<file path="src/rtl/path_player_pkg.sv">
`default_nettype none
// ============================================================================
// Module   : path_player_pkg
// Purpose  : Shared definitions for the maze path replay block and its
//            solver-side users. Holds the move codes, the start/goal
//            coordinates and the replay state encoding.
// Ports    : none (package)
// Revision : 1.0 - initial release
// ============================================================================
package path_player_pkg;

   // Move codes as written by the solver
   localparam logic [1:0] MV_XDEC = 2'd0;
   localparam logic [1:0] MV_YDEC = 2'd1;
   localparam logic [1:0] MV_YINC = 2'd2;
   localparam logic [1:0] MV_XINC = 2'd3;

   // The start cell is the bottom-left corner (0, top) and the goal is the
   // top-right corner (top, 0). "top" depends on the grid width, so it comes
   // from top_coord().
   localparam int START_X = 0;
   localparam int GOAL_Y  = 0;

   function automatic int top_coord(input int w);
      return (1 << w) - 1;
   endfunction

   typedef enum logic [1:0] {
      ST_IDLE = 2'd0,
      ST_PLAY = 2'd1,
      ST_DONE = 2'd2
   } state_t;

endpackage
`default_nettype wire

</file>
<file path="src/rtl/path_player_if.sv">
`default_nettype none
// ============================================================================
// Module   : path_player_if
// Purpose  : Valid/ready step stream from the path replay block to the
//            downstream display/robot port.
// Signals  : out_valid - a step is presented
//            out_ready - downstream accepts the current step
//            out_x/y   - position after the presented move (W bits)
//            out_dir   - presented move code
// Revision : 1.0 - initial release
// ============================================================================
interface path_player_if #(
   parameter int W = 4
) ();
   logic         out_valid;
   logic         out_ready;
   logic [W-1:0] out_x;
   logic [W-1:0] out_y;
   logic [1:0]   out_dir;

   modport master (output out_valid, output out_x, output out_y,
                   output out_dir, input out_ready);
   modport slave  (input out_valid, input out_x, input out_y,
                   input out_dir, output out_ready);
endinterface
`default_nettype wire

</file>
<file path="src/rtl/path_player_move_step.sv">
`default_nettype none
// ============================================================================
// Module   : move_step
// Purpose  : Combinational saturating application of one move code to a
//            grid position. A move that would leave the grid holds the
//            coordinate and raises clamp.
// Ports    : dir   in  2 - move code
//            x, y  in  W - current position
//            new_x out W - position after the move
//            new_y out W
//            clamp out 1 - the move was saturated at a grid edge
// Revision : 1.0 - initial release
// ============================================================================
module move_step
   import path_player_pkg::*;
#(
   parameter int W = 4
) (
   input  logic [1:0]   dir,
   input  logic [W-1:0] x,
   input  logic [W-1:0] y,
   output logic [W-1:0] new_x,
   output logic [W-1:0] new_y,
   output logic         clamp
);
   localparam logic [W-1:0] ONE = W'(1);
   localparam logic [W-1:0] TOP = W'(top_coord(W));

   always_comb begin
      new_x = x;
      new_y = y;
      clamp = 1'b0;
      case (dir)
         MV_XDEC: if (x == '0)  clamp = 1'b1; else new_x = x - ONE;
         MV_YDEC: if (y == '0)  clamp = 1'b1; else new_y = y - ONE;
         MV_YINC: if (y == TOP) clamp = 1'b1; else new_y = y + ONE;
         MV_XINC: if (x == TOP) clamp = 1'b1; else new_x = x + ONE;
      endcase
   end
endmodule
`default_nettype wire

</file>
<file path="src/rtl/path_player.sv">
`default_nettype none
// ============================================================================
// Module   : path_player
// Purpose  : Stores the solver's move record and replays it from the start
//            cell as a valid/ready stream of positions, then reports whether
//            the walk ended on the goal cell.
// Ports    : clk, rst      - clock, asynchronous active-high reset
//            clear         - synchronous flush to empty IDLE
//            push/push_dir - append a move code (IDLE only)
//            run           - start a replay (IDLE or DONE)
//            step_if       - step stream (master side)
//            busy/done     - PLAY / DONE state indicators
//            at_goal       - final position is the goal (valid in DONE)
//            overflow      - sticky, a push was dropped on a full record
//            clamped       - sticky, a move was saturated at the grid edge
//            count         - number of stored entries
// Revision : 1.0 - initial release
// ============================================================================
module path_player
   import path_player_pkg::*;
#(
   parameter int DEPTH = 64,
   parameter int W     = 4
) (
   input  logic                     clk,
   input  logic                     rst,
   input  logic                     clear,
   input  logic                     push,
   input  logic [1:0]               push_dir,
   input  logic                     run,
   path_player_if.master            step_if,
   output logic                     busy,
   output logic                     done,
   output logic                     at_goal,
   output logic                     overflow,
   output logic                     clamped,
   output logic [$clog2(DEPTH):0]   count
);
   localparam int AW = $clog2(DEPTH);

   localparam logic [W-1:0]  START_XW = W'(START_X);
   localparam logic [W-1:0]  START_YW = W'(top_coord(W));
   localparam logic [W-1:0]  GOAL_XW  = W'(top_coord(W));
   localparam logic [W-1:0]  GOAL_YW  = W'(GOAL_Y);
   localparam logic [AW:0]   FULL     = (AW+1)'(DEPTH);
   localparam logic [AW:0]   CNT_ONE  = (AW+1)'(1);
   localparam logic [AW-1:0] PTR_ONE  = AW'(1);

   // Move record; contents are deliberately not reset
   logic [1:0]    mem [DEPTH];

   state_t        state;
   logic [AW-1:0] rd_ptr;
   logic          cur_valid;
   logic [W-1:0]  cur_x;
   logic [W-1:0]  cur_y;
   logic [1:0]    cur_dir;

   logic          push_ok;
   logic          start;
   logic          xfer;
   logic          last;
   logic [AW:0]   count_after;
   logic [1:0]    first_dir;
   logic [AW-1:0] next_ptr;
   logic [W-1:0]  ms_x;
   logic [W-1:0]  ms_y;
   logic [1:0]    ms_dir;
   logic [W-1:0]  nx;
   logic [W-1:0]  ny;
   logic          nclamp;

   assign push_ok     = (state == ST_IDLE) && push && !clear && (count != FULL);
   assign start       = run && ((state == ST_IDLE) || (state == ST_DONE));
   assign xfer        = (state == ST_PLAY) && cur_valid && step_if.out_ready;
   assign last        = ({1'b0, rd_ptr} == (count - CNT_ONE));
   assign count_after = push_ok ? (count + CNT_ONE) : count;
   assign next_ptr    = rd_ptr + PTR_ONE;

   // A push in the same cycle as run on an empty record lands in entry 0,
   // so the first step must see it before it reaches the array.
   assign first_dir = (push_ok && (count == '0)) ? push_dir : mem[0];

   // One stepper serves both the first step (from the start cell) and every
   // following step (from the presented position, which a transfer commits).
   always_comb begin
      ms_x   = START_XW;
      ms_y   = START_YW;
      ms_dir = first_dir;
      if (state == ST_PLAY) begin
         ms_x   = cur_x;
         ms_y   = cur_y;
         ms_dir = mem[next_ptr];
      end
   end

   move_step #(.W(W)) u_move_step (
      .dir   (ms_dir),
      .x     (ms_x),
      .y     (ms_y),
      .new_x (nx),
      .new_y (ny),
      .clamp (nclamp)
   );

   always_ff @(posedge clk) begin
      if (push_ok)
         mem[count[AW-1:0]] <= push_dir;
   end

   // The presented coordinates double as the position register: a transfer
   // commits exactly the presented value, and in IDLE/DONE they hold the
   // start or final cell.
   always_ff @(posedge clk or posedge rst) begin
      if (rst) begin
         state     <= ST_IDLE;
         count     <= '0;
         rd_ptr    <= '0;
         cur_valid <= 1'b0;
         cur_x     <= START_XW;
         cur_y     <= START_YW;
         cur_dir   <= '0;
         busy      <= 1'b0;
         done      <= 1'b0;
         at_goal   <= 1'b0;
         overflow  <= 1'b0;
         clamped   <= 1'b0;
      end else if (clear) begin
         state     <= ST_IDLE;
         count     <= '0;
         rd_ptr    <= '0;
         cur_valid <= 1'b0;
         cur_x     <= START_XW;
         cur_y     <= START_YW;
         cur_dir   <= '0;
         busy      <= 1'b0;
         done      <= 1'b0;
         at_goal   <= 1'b0;
         overflow  <= 1'b0;
         clamped   <= 1'b0;
      end else begin
         count <= count_after;
         if ((state == ST_IDLE) && push && (count == FULL))
            overflow <= 1'b1;

         if (start) begin
            rd_ptr <= '0;
            if (count_after == '0) begin
               state     <= ST_DONE;
               cur_valid <= 1'b0;
               cur_x     <= START_XW;
               cur_y     <= START_YW;
               busy      <= 1'b0;
               done      <= 1'b1;
               at_goal   <= (START_XW == GOAL_XW) && (START_YW == GOAL_YW);
            end else begin
               state     <= ST_PLAY;
               cur_valid <= 1'b1;
               cur_x     <= nx;
               cur_y     <= ny;
               cur_dir   <= first_dir;
               busy      <= 1'b1;
               done      <= 1'b0;
               at_goal   <= 1'b0;
               if (nclamp)
                  clamped <= 1'b1;
            end
         end else if (xfer) begin
            if (last) begin
               state     <= ST_DONE;
               cur_valid <= 1'b0;
               busy      <= 1'b0;
               done      <= 1'b1;
               at_goal   <= (cur_x == GOAL_XW) && (cur_y == GOAL_YW);
            end else begin
               rd_ptr  <= next_ptr;
               cur_x   <= nx;
               cur_y   <= ny;
               cur_dir <= mem[next_ptr];
               if (nclamp)
                  clamped <= 1'b1;
            end
         end
      end
   end

   assign step_if.out_valid = cur_valid;
   assign step_if.out_x     = cur_x;
   assign step_if.out_y     = cur_y;
   assign step_if.out_dir   = cur_dir;

endmodule
`default_nettype wire

</file>
<file path="src/flat_wrapper.sv">
// flat-port wrapper written by rule: the top's interface ports become plain ports
module path_player_flat import path_player_pkg::*;
#(
   parameter int DEPTH = 64,
   parameter int W     = 4
)
  (clk, rst, clear, push, push_dir, run, busy, done, at_goal, overflow, clamped, count, step_if_out_valid, step_if_out_x, step_if_out_y, step_if_out_dir, step_if_out_ready);
  path_player_if #(.W(W)) step_if_i ();
  input  logic clk;
  input  logic rst;
  input  logic clear;
  input  logic push;
  input  logic [1:0] push_dir;
  input  logic run;
  output logic busy;
  output logic done;
  output logic at_goal;
  output logic overflow;
  output logic clamped;
  output logic [$clog2(DEPTH):0] count;
  output wire logic [$bits(step_if_i.out_valid)-1:0] step_if_out_valid;
  output wire logic [$bits(step_if_i.out_x)-1:0] step_if_out_x;
  output wire logic [$bits(step_if_i.out_y)-1:0] step_if_out_y;
  output wire logic [$bits(step_if_i.out_dir)-1:0] step_if_out_dir;
  input wire logic [$bits(step_if_i.out_ready)-1:0] step_if_out_ready;
  assign step_if_out_valid = step_if_i.out_valid;
  assign step_if_out_x = step_if_i.out_x;
  assign step_if_out_y = step_if_i.out_y;
  assign step_if_out_dir = step_if_i.out_dir;
  assign step_if_i.out_ready = step_if_out_ready;
  path_player #(.DEPTH(DEPTH), .W(W)) u_core (.clk(clk), .rst(rst), .clear(clear), .push(push), .push_dir(push_dir), .run(run), .step_if(step_if_i), .busy(busy), .done(done), .at_goal(at_goal), .overflow(overflow), .clamped(clamped), .count(count));
endmodule
</file>
<file path="config.mk">
export PLATFORM = sky130hd
export DESIGN_NAME = path_player_flat
export DESIGN_NICKNAME = d
export VERILOG_FILES = /design/src/rtl/path_player_pkg.sv /design/src/rtl/path_player_if.sv /design/src/rtl/path_player_move_step.sv /design/src/rtl/path_player.sv /design/src/flat_wrapper.sv
export SDC_FILE = /design/constraint.sdc
export NUM_CORES = 1
export LEC_CHECK = 0
export BUFFER_PORTS_ARGS = -buffer_cell sky130_fd_sc_hd__buf_4
export CORE_MARGIN = 8
export CORE_UTILIZATION = 41
export DETAILED_ROUTE_END_ITERATION = 8
export GPL_TIMING_DRIVEN = 0
export PLACE_DENSITY_LB_ADDON = 0.25
export SLEW_MARGIN = 15
export SYNTH_ARGS = -nofsm -noshare
export SYNTH_HDL_FRONTEND = slang
export SYNTH_SLANG_ARGS = --single-unit
</file>
<file path="constraint.sdc">
create_clock -name clk -period 9.75 [get_ports clk]
set_input_delay 0.4875 -clock clk [delete_from_list [all_inputs] [get_ports clk]]
set_output_delay 0.4875 -clock clk [all_outputs]
set_load 0.03 [all_outputs]
</file>
After elaboration in Yosys (flattened, before gate mapping). Memory sizes are Yosys's and may differ from the RTL's. Cells that the tools add are included.

Bits in registers: 30. RAM bits: 128. Input port bits: 8. Output and inout port bits: 23. Memories kept: 1.

Memory list: u_core.mem (depth 64, bits a word 2, rd ports 2, clocked after memory_dff 0, write ports 1, RTL line path_player.sv:50) `logic [1:0] mem [DEPTH];`.

Add/subtract/negate cells: 7. Equal/unequal tests: 13. Muxes and demuxes: 65. Reduce and logical (&&, ||, !) cells: 24.

Operator list (count): 4-bit 2-to-1 mux (16); 1-bit 2-to-1 mux (28); 2-bit 2-to-1 mux (12); 6-bit 2-to-1 mux (4); 4-bit case mux with 2 select lines (2); 7-bit zero test (2); 7-bit 2-to-1 mux (2); 4-bit == test (second input constant) (3); 4-bit zero test (3); 1-bit logical AND (9); 4-bit by 1-bit adder with 4-bit output (second input constant) (2); 4-bit by 1-bit subtractor with 4-bit output (second input constant) (2); 7-bit by 1-bit adder with 7-bit output (second input constant) (1); 6-bit by 7-bit == test with 1-bit output (1); 7-bit == test (second input constant) (1); 7-bit inequality test (second input constant) (1); 7-bit by 1-bit subtractor with 7-bit output (second input constant) (1); 6-bit by 1-bit adder with 6-bit output (second input constant) (1); 2-bit == test (second input constant) (3); 3-bit nonzero test (2); 2-bit by 1-bit == test with 1-bit output (second input constant) (2); 2-bit zero test (2); 1-bit case mux with 4 select lines (1); 2-bit AND reduction (2); 6 further kinds (6).

Longest topological paths before layout.
Depth after elaboration: 14. Mapped depth: 17. Gate-level depth less buffers: 14.

By module. Synthesis repeated with hierarchy kept, for this count alone.

Cells, all modules: 591. Area total of the unflattened synthesis: 7698.6 sq um.

By module, submodules not included: path_player (instances 1, cells each 507, area an instance 7106.8 sq um); move_step (instances 1, cells each 84, area an instance 591.8 sq um).

Least setup slack after synthesis. No wires, ideal clock.

Path type: reg2reg. Start: register u_core.rd_ptr[1]. End: register u_core.cur_y[2], in the netlist u_core.step_if.out_y[2]. Data arrival time: 3.635 ns. Required time: 9.673 ns. Setup slack: 6.037 ns. Cell stages (with the launch flop): 14. Clock period less this slack: 3.713 ns. Cell sequence: dfrtp_1 ha_1 buf_2 buf_1 mux4_2 mux4_2 o22ai_1 a21o_1 ha_1 clkbuf_1 a21oi_1 a31oi_1 o22ai_1 a31oi_1.

Longest elaborated chain between the ends: 9. Elaborated cells between the ends (all ways): 14. Classes of those cells: add/sub: 1; eq/ne: 4; mux: 7; reduce/logical: 1; memory: 1.

Ends and longest elaborated chain: start, declared (RTL line path_player.sv:53) `logic [AW-1:0] rd_ptr;`; start signal, assigned (RTL line path_player.sv:176) `rd_ptr <= next_ptr;`; 6-bit by 1-bit adder with 6-bit output (RTL line path_player.sv:78) `assign next_ptr = rd_ptr + PTR_ONE;`; memory 64 x 2 bit; 2-bit 2-to-1 mux (RTL line path_player.sv:90) `if (state == ST_PLAY) begin`; 2-bit == test / 2-bit by 1-bit == test with 1-bit output (equally long branches) (RTL line path_player_move_step.sv:33) `case (dir)`; 4-bit case mux with 2 select lines (RTL line path_player_move_step.sv:33); 4-bit 2-to-1 mux (RTL line path_player.sv:169) `if (last) begin`; 4-bit 2-to-1 mux (RTL line path_player.sv:168) `end else if (xfer) begin`; 4-bit 2-to-1 mux (RTL line path_player.sv:146) `if (start) begin`; 4-bit 2-to-1 mux (RTL line path_player.sv:128) `end else if (clear) begin`; end signal, assigned (RTL line path_player.sv:160) `cur_y <= ny;`; end signal, assigned (RTL line path_player.sv:178) `cur_y <= ny;`; end, declared (RTL line path_player.sv:56) `logic [W-1:0] cur_y;`.

Parallel ways exist; a longest one is shown, timed or not. The select of a mux whose other input is x is not followed. A chain may end at the register's enable or synchronous reset.

Final worst setup path. Same ends and word-level chain as after synthesis.

==> impl_metrics.ini <==
[floorplan]
starting_density = 0.4172
chipWidth_um = 153.7
number_of_ports_placed_on_the_die_boundary = 31
core_region_area_mm2 = 0.01864
fp-row-count = 50
design.die.area_mm2 = 0.02363
die_h_um = 153.7

[detailed_routing]
firstDrtPassIters = 5
via_count = 5553
detail-route-antenna-nets = 0
avgRoutedWirePerCell_um = 20.57
postRouteWirelength_um = 19780
detail_route.iter0.violations = 510
routed_via_density = 5.772
drc = 0

[run_status]
status = finished clean

[final_layout]
share_of_cells_above_drive_strength_1 = 0.1456
antenna_diode_count = 0
layout.nets = 735
flow.area_growth_from_synthesis_pct = 13.53
finalNonFillerCells = 962
final.fill_count = 1727

[critical_path]
cell_count_along_the_critical_path = 15
critical_path.reg2reg.endpoint = u_core.step_if.out_y[2]
slowest_stage = sky130_fd_sc_hd__buf_1
worst_path_most_repeated_cell = sky130_fd_sc_hd__a31oi_1
path_cells = ha_1, buf_2, buf_1, nor2_1, a32oi_1, a31oi_1, o32a_1, mux2i_1, inv_1, ha_1, clkbuf_1, a21oi_1, a31oi_1, o22ai_1, a31oi_1
reg2reg_setup_slack_ns = 4.95
cp_data_arrival_time_ns = 5.14
regToRegStartpoint = u_core.rd_ptr[1]
r2r.worst_path.cells = 15
worstPathBufferInverterCount = 4
timing_worst_setup_path_type = flip-flop to flip-flop
worst-path-max-fanout = 10
timing.critical_path.required_ns = 10.09
crit_path_end_kind = flip-flop
start_kind = flip-flop
worstSetupEndpoint = u_core.step_if.out_y[2]
worst_path_dominant_cell_family = buffers and inverters
timing.critical_path.from = u_core.rd_ptr[1]
worst_path_largest_cell_delay_ns = 0.62

[placement]
dp_hpwl_um = 13200
dp_worst_setup_slack_ns = 4.988
place.gp.congestion = 0.8947
portBuffers = 30
placed_cells_incl_taps = 930

[timing]
post-route-worst-setup-slack_ns = 4.951
unrepaired_setup_endpoints_after_global_routing = no
final_hold_viol_count = 0
timing.max_slew.rel_slack = 0.3492
timing.final.crit_share = 0.4922
setup_viol = 0
fin_skew_ns = 0.006766
worstMarginPinSlew_ns = 0.9675
timing.final.max_slew_violations = 0
post-route-min-period_ns = 4.799
fmax_mhz = 208.4
fin_setup_tns_ns = 0

[global_route]
antenna_violations_before_repair = 0
grt_max_degree = 66
vias_in_the_first_global_route = 5478
grt.total_usage = 0.1707
grt_first_pass_wirelength_um = 30950
globalRoute.totalOverflow = 0

[logic_synthesis]
post_syn_area_per_cell_um2 = 11.68
synth_area_mm2 = 0.007777
postSynthNetCount = 686
synth_area_leaders = sky130_fd_sc_hd__edfxtp_1 (49%), sky130_fd_sc_hd__dfrtp_1 (7.7%), sky130_fd_sc_hd__nor2_1 (5.0%)
synth.yosys.seq_area_share = 0.5849
postSynth.topFlopCell = sky130_fd_sc_hd__edfxtp_1
synth_seq_cells = 156
yosys.area.top_type_share = 0.4942
synth-async-reset-ratio = 0.1795
synth-edff-count = 128
ys.warnings.count = 0
syn-instance-count = 666
yosysUniqueCellTypes = 74
yosysTopAreaCell = sky130_fd_sc_hd__edfxtp_1

[cts]
clockBufferDepth = 2
number_of_gates_resized_after_cts = 0
ctsHtreeMaxLevel = 4
worstSkewPairLatency_ns = 0.42
cts_num_sinks = 156
total_cts_buffers = 17
ctsHoldBuffers = 0
tritoncts_clock_tree = built
clock-root-buffer = sky130_fd_sc_hd__clkbuf_16
clock_transition_at_the_registers_of_the_reported_paths_ns = 0.06
cts_setup_buffers = 0

[power_and_ir_drop]
power_density_mw_per_mm2 = 165.5
power.total_mw = 1.461
total_leakage_power_nw = 3.097
max-vdd-ir-drop_mv = 0.1335

[flow_run]
maxCapViolCount = 0

[min_path]
hp-class = input port to asynchronous set/reset pin
[layout make-up]
type,instances,area [µm²],area share
buffer,41,196.4,0.02225
clock buffer,19,432.9,0.04903
clock inverter,13,101.3,0.01148
inverter,13,48.80,0.005526
multi-input combinational,456,2983,0.3378
sequential,156,4549,0.5152
tap,234,292.8,0.03316
timing repair buffer,30,225.2,0.02551
[worst min-delay path by stage]
stage,startpoint,endpoint,slack [ns]
after global routing,rst,u_core.count[6],0.22
after global placement,u_core.clamped,u_core.clamped,0.49
after floorplan,rst,u_core.at_goal,0.55
after detailed placement,u_core.clamped,u_core.clamped,0.49
final,rst,u_core.count[6],0.16
after CTS,rst,u_core.count[5],0.42
[synthesized netlist by cell type, types with 5 or more instances]
cell                       count
sky130_fd_sc_hd__edfxtp_1    128
sky130_fd_sc_hd__nand3_1      31
sky130_fd_sc_hd__xor2_1       10
sky130_fd_sc_hd__a32o_1        5
sky130_fd_sc_hd__a31oi_1      10
sky130_fd_sc_hd__nand3b_1      6
sky130_fd_sc_hd__a32oi_1       7
sky130_fd_sc_hd__nand4_1       6
sky130_fd_sc_hd__nand2_1      85
sky130_fd_sc_hd__xnor2_1      10
sky130_fd_sc_hd__nor2_1      104
sky130_fd_sc_hd__ha_1         12
sky130_fd_sc_hd__inv_1        13
sky130_fd_sc_hd__mux4_2       14
sky130_fd_sc_hd__nand2b_1     10
sky130_fd_sc_hd__nor3_1       11
sky130_fd_sc_hd__mux2i_1      25
sky130_fd_sc_hd__nor2b_1       6
sky130_fd_sc_hd__dfrtp_1      24
sky130_fd_sc_hd__or3_1         5
sky130_fd_sc_hd__and2_1        6
sky130_fd_sc_hd__o21ai_0       7
sky130_fd_sc_hd__clkbuf_1     19
sky130_fd_sc_hd__buf_2        13
sky130_fd_sc_hd__a21oi_1      17
[flip-flops by register name, summed over array words and instances, names as in the netlist]
signal,cells
u_core.at_goal,1
u_core.busy,1
u_core.clamped,1
u_core.count,7
u_core.done,1
u_core.mem,128
u_core.overflow,1
u_core.rd_ptr,6
u_core.step_if.out_dir,2
u_core.step_if.out_x,4
u_core.step_if.out_y,4
[logic make-up after synthesis]
logic type / share of synthesized area
and+or+nand+nor: 0.1768
DFF: 0.5849
AOI/OAI and AO/OA: 0.08366
buffers and inverters: 0.03153
muxes: 0.07706
xor gates and xnor gates: 0.02671
adders and majority gates: 0.01930
[layout by cell type, fill, tap and decap left out, types with 11 or more instances in the layout]
cell | Yosys | layout
sky130_fd_sc_hd__buf_4 | 3 | 33
sky130_fd_sc_hd__ha_1 | 12 | 12
sky130_fd_sc_hd__mux2i_1 | 25 | 25
sky130_fd_sc_hd__nand3_1 | 31 | 31
sky130_fd_sc_hd__nor3_1 | 11 | 11
sky130_fd_sc_hd__nand2_1 | 85 | 85
sky130_fd_sc_hd__clkbuf_1 | 19 | 21
sky130_fd_sc_hd__buf_2 | 13 | 13
sky130_fd_sc_hd__dfrtp_1 | 24 | 24
sky130_fd_sc_hd__a21oi_1 | 17 | 17
sky130_fd_sc_hd__inv_1 | 13 | 12
sky130_fd_sc_hd__edfxtp_1 | 128 | 128
sky130_fd_sc_hd__mux4_2 | 14 | 14
sky130_fd_sc_hd__clkbuf_16 | 0 | 17
sky130_fd_sc_hd__nor2_1 | 104 | 104
[where the power goes]
part / internal, mW / switching (mW) / leakage (nW) / total [mW]
Combinational: 0.0391 / 0.0779 / 1.32 / 0.117
Clock: 0.347 / 0.264 / 0.257 / 0.611
Sequential: 0.728 / 0.00530 / 1.52 / 0.733
[stage by stage]
stage | cell area, µm² | utilization | hold slack, ns
4_1_cts | 8830 | 0.4736 | 0.4164
5_1_grt | 8830 | 0.4736 | 0.2218
3_3_place_gp | 8295 | 0.4450 | 0.4868
2_1_floorplan | 7777 | - | 0.5499
3_5_place_dp | 8295 | 0.4450 | 0.4928
6_report | 8830 | 0.4736 | 0.1588
[worst reg2reg max path: stages (launching register included)]
cell and delay (ns):
sky130_fd_sc_hd__dfrtp_1 0.47, sky130_fd_sc_hd__ha_1 0.38, sky130_fd_sc_hd__buf_2 0.30, sky130_fd_sc_hd__buf_1 0.62, sky130_fd_sc_hd__nor2_1 0.42, sky130_fd_sc_hd__a32oi_1 0.27, sky130_fd_sc_hd__a31oi_1 0.14, sky130_fd_sc_hd__o32a_1 0.41
sky130_fd_sc_hd__mux2i_1 0.30, sky130_fd_sc_hd__inv_1 0.11, sky130_fd_sc_hd__ha_1 0.33, sky130_fd_sc_hd__clkbuf_1 0.39, sky130_fd_sc_hd__a21oi_1 0.13, sky130_fd_sc_hd__a31oi_1 0.17, sky130_fd_sc_hd__o22ai_1 0.09, sky130_fd_sc_hd__a31oi_1 0.20
[layer usage]
metal | global-route usage | up-vias | routed length, µm | share of wire
met5 | 0 | - | 0 | 0
met4 | 0.05273 | 0 | 299 | 0.015
met3 | 0.02943 | 25 | 1139 | 0.058
met2 | 0.2930 | 197 | 9812 | 0.50
met1 | 0.2165 | 2787 | 8534 | 0.43
li1 | - | 2544 | - | -
Note: power is estimated with default switching activity, not from simulation.
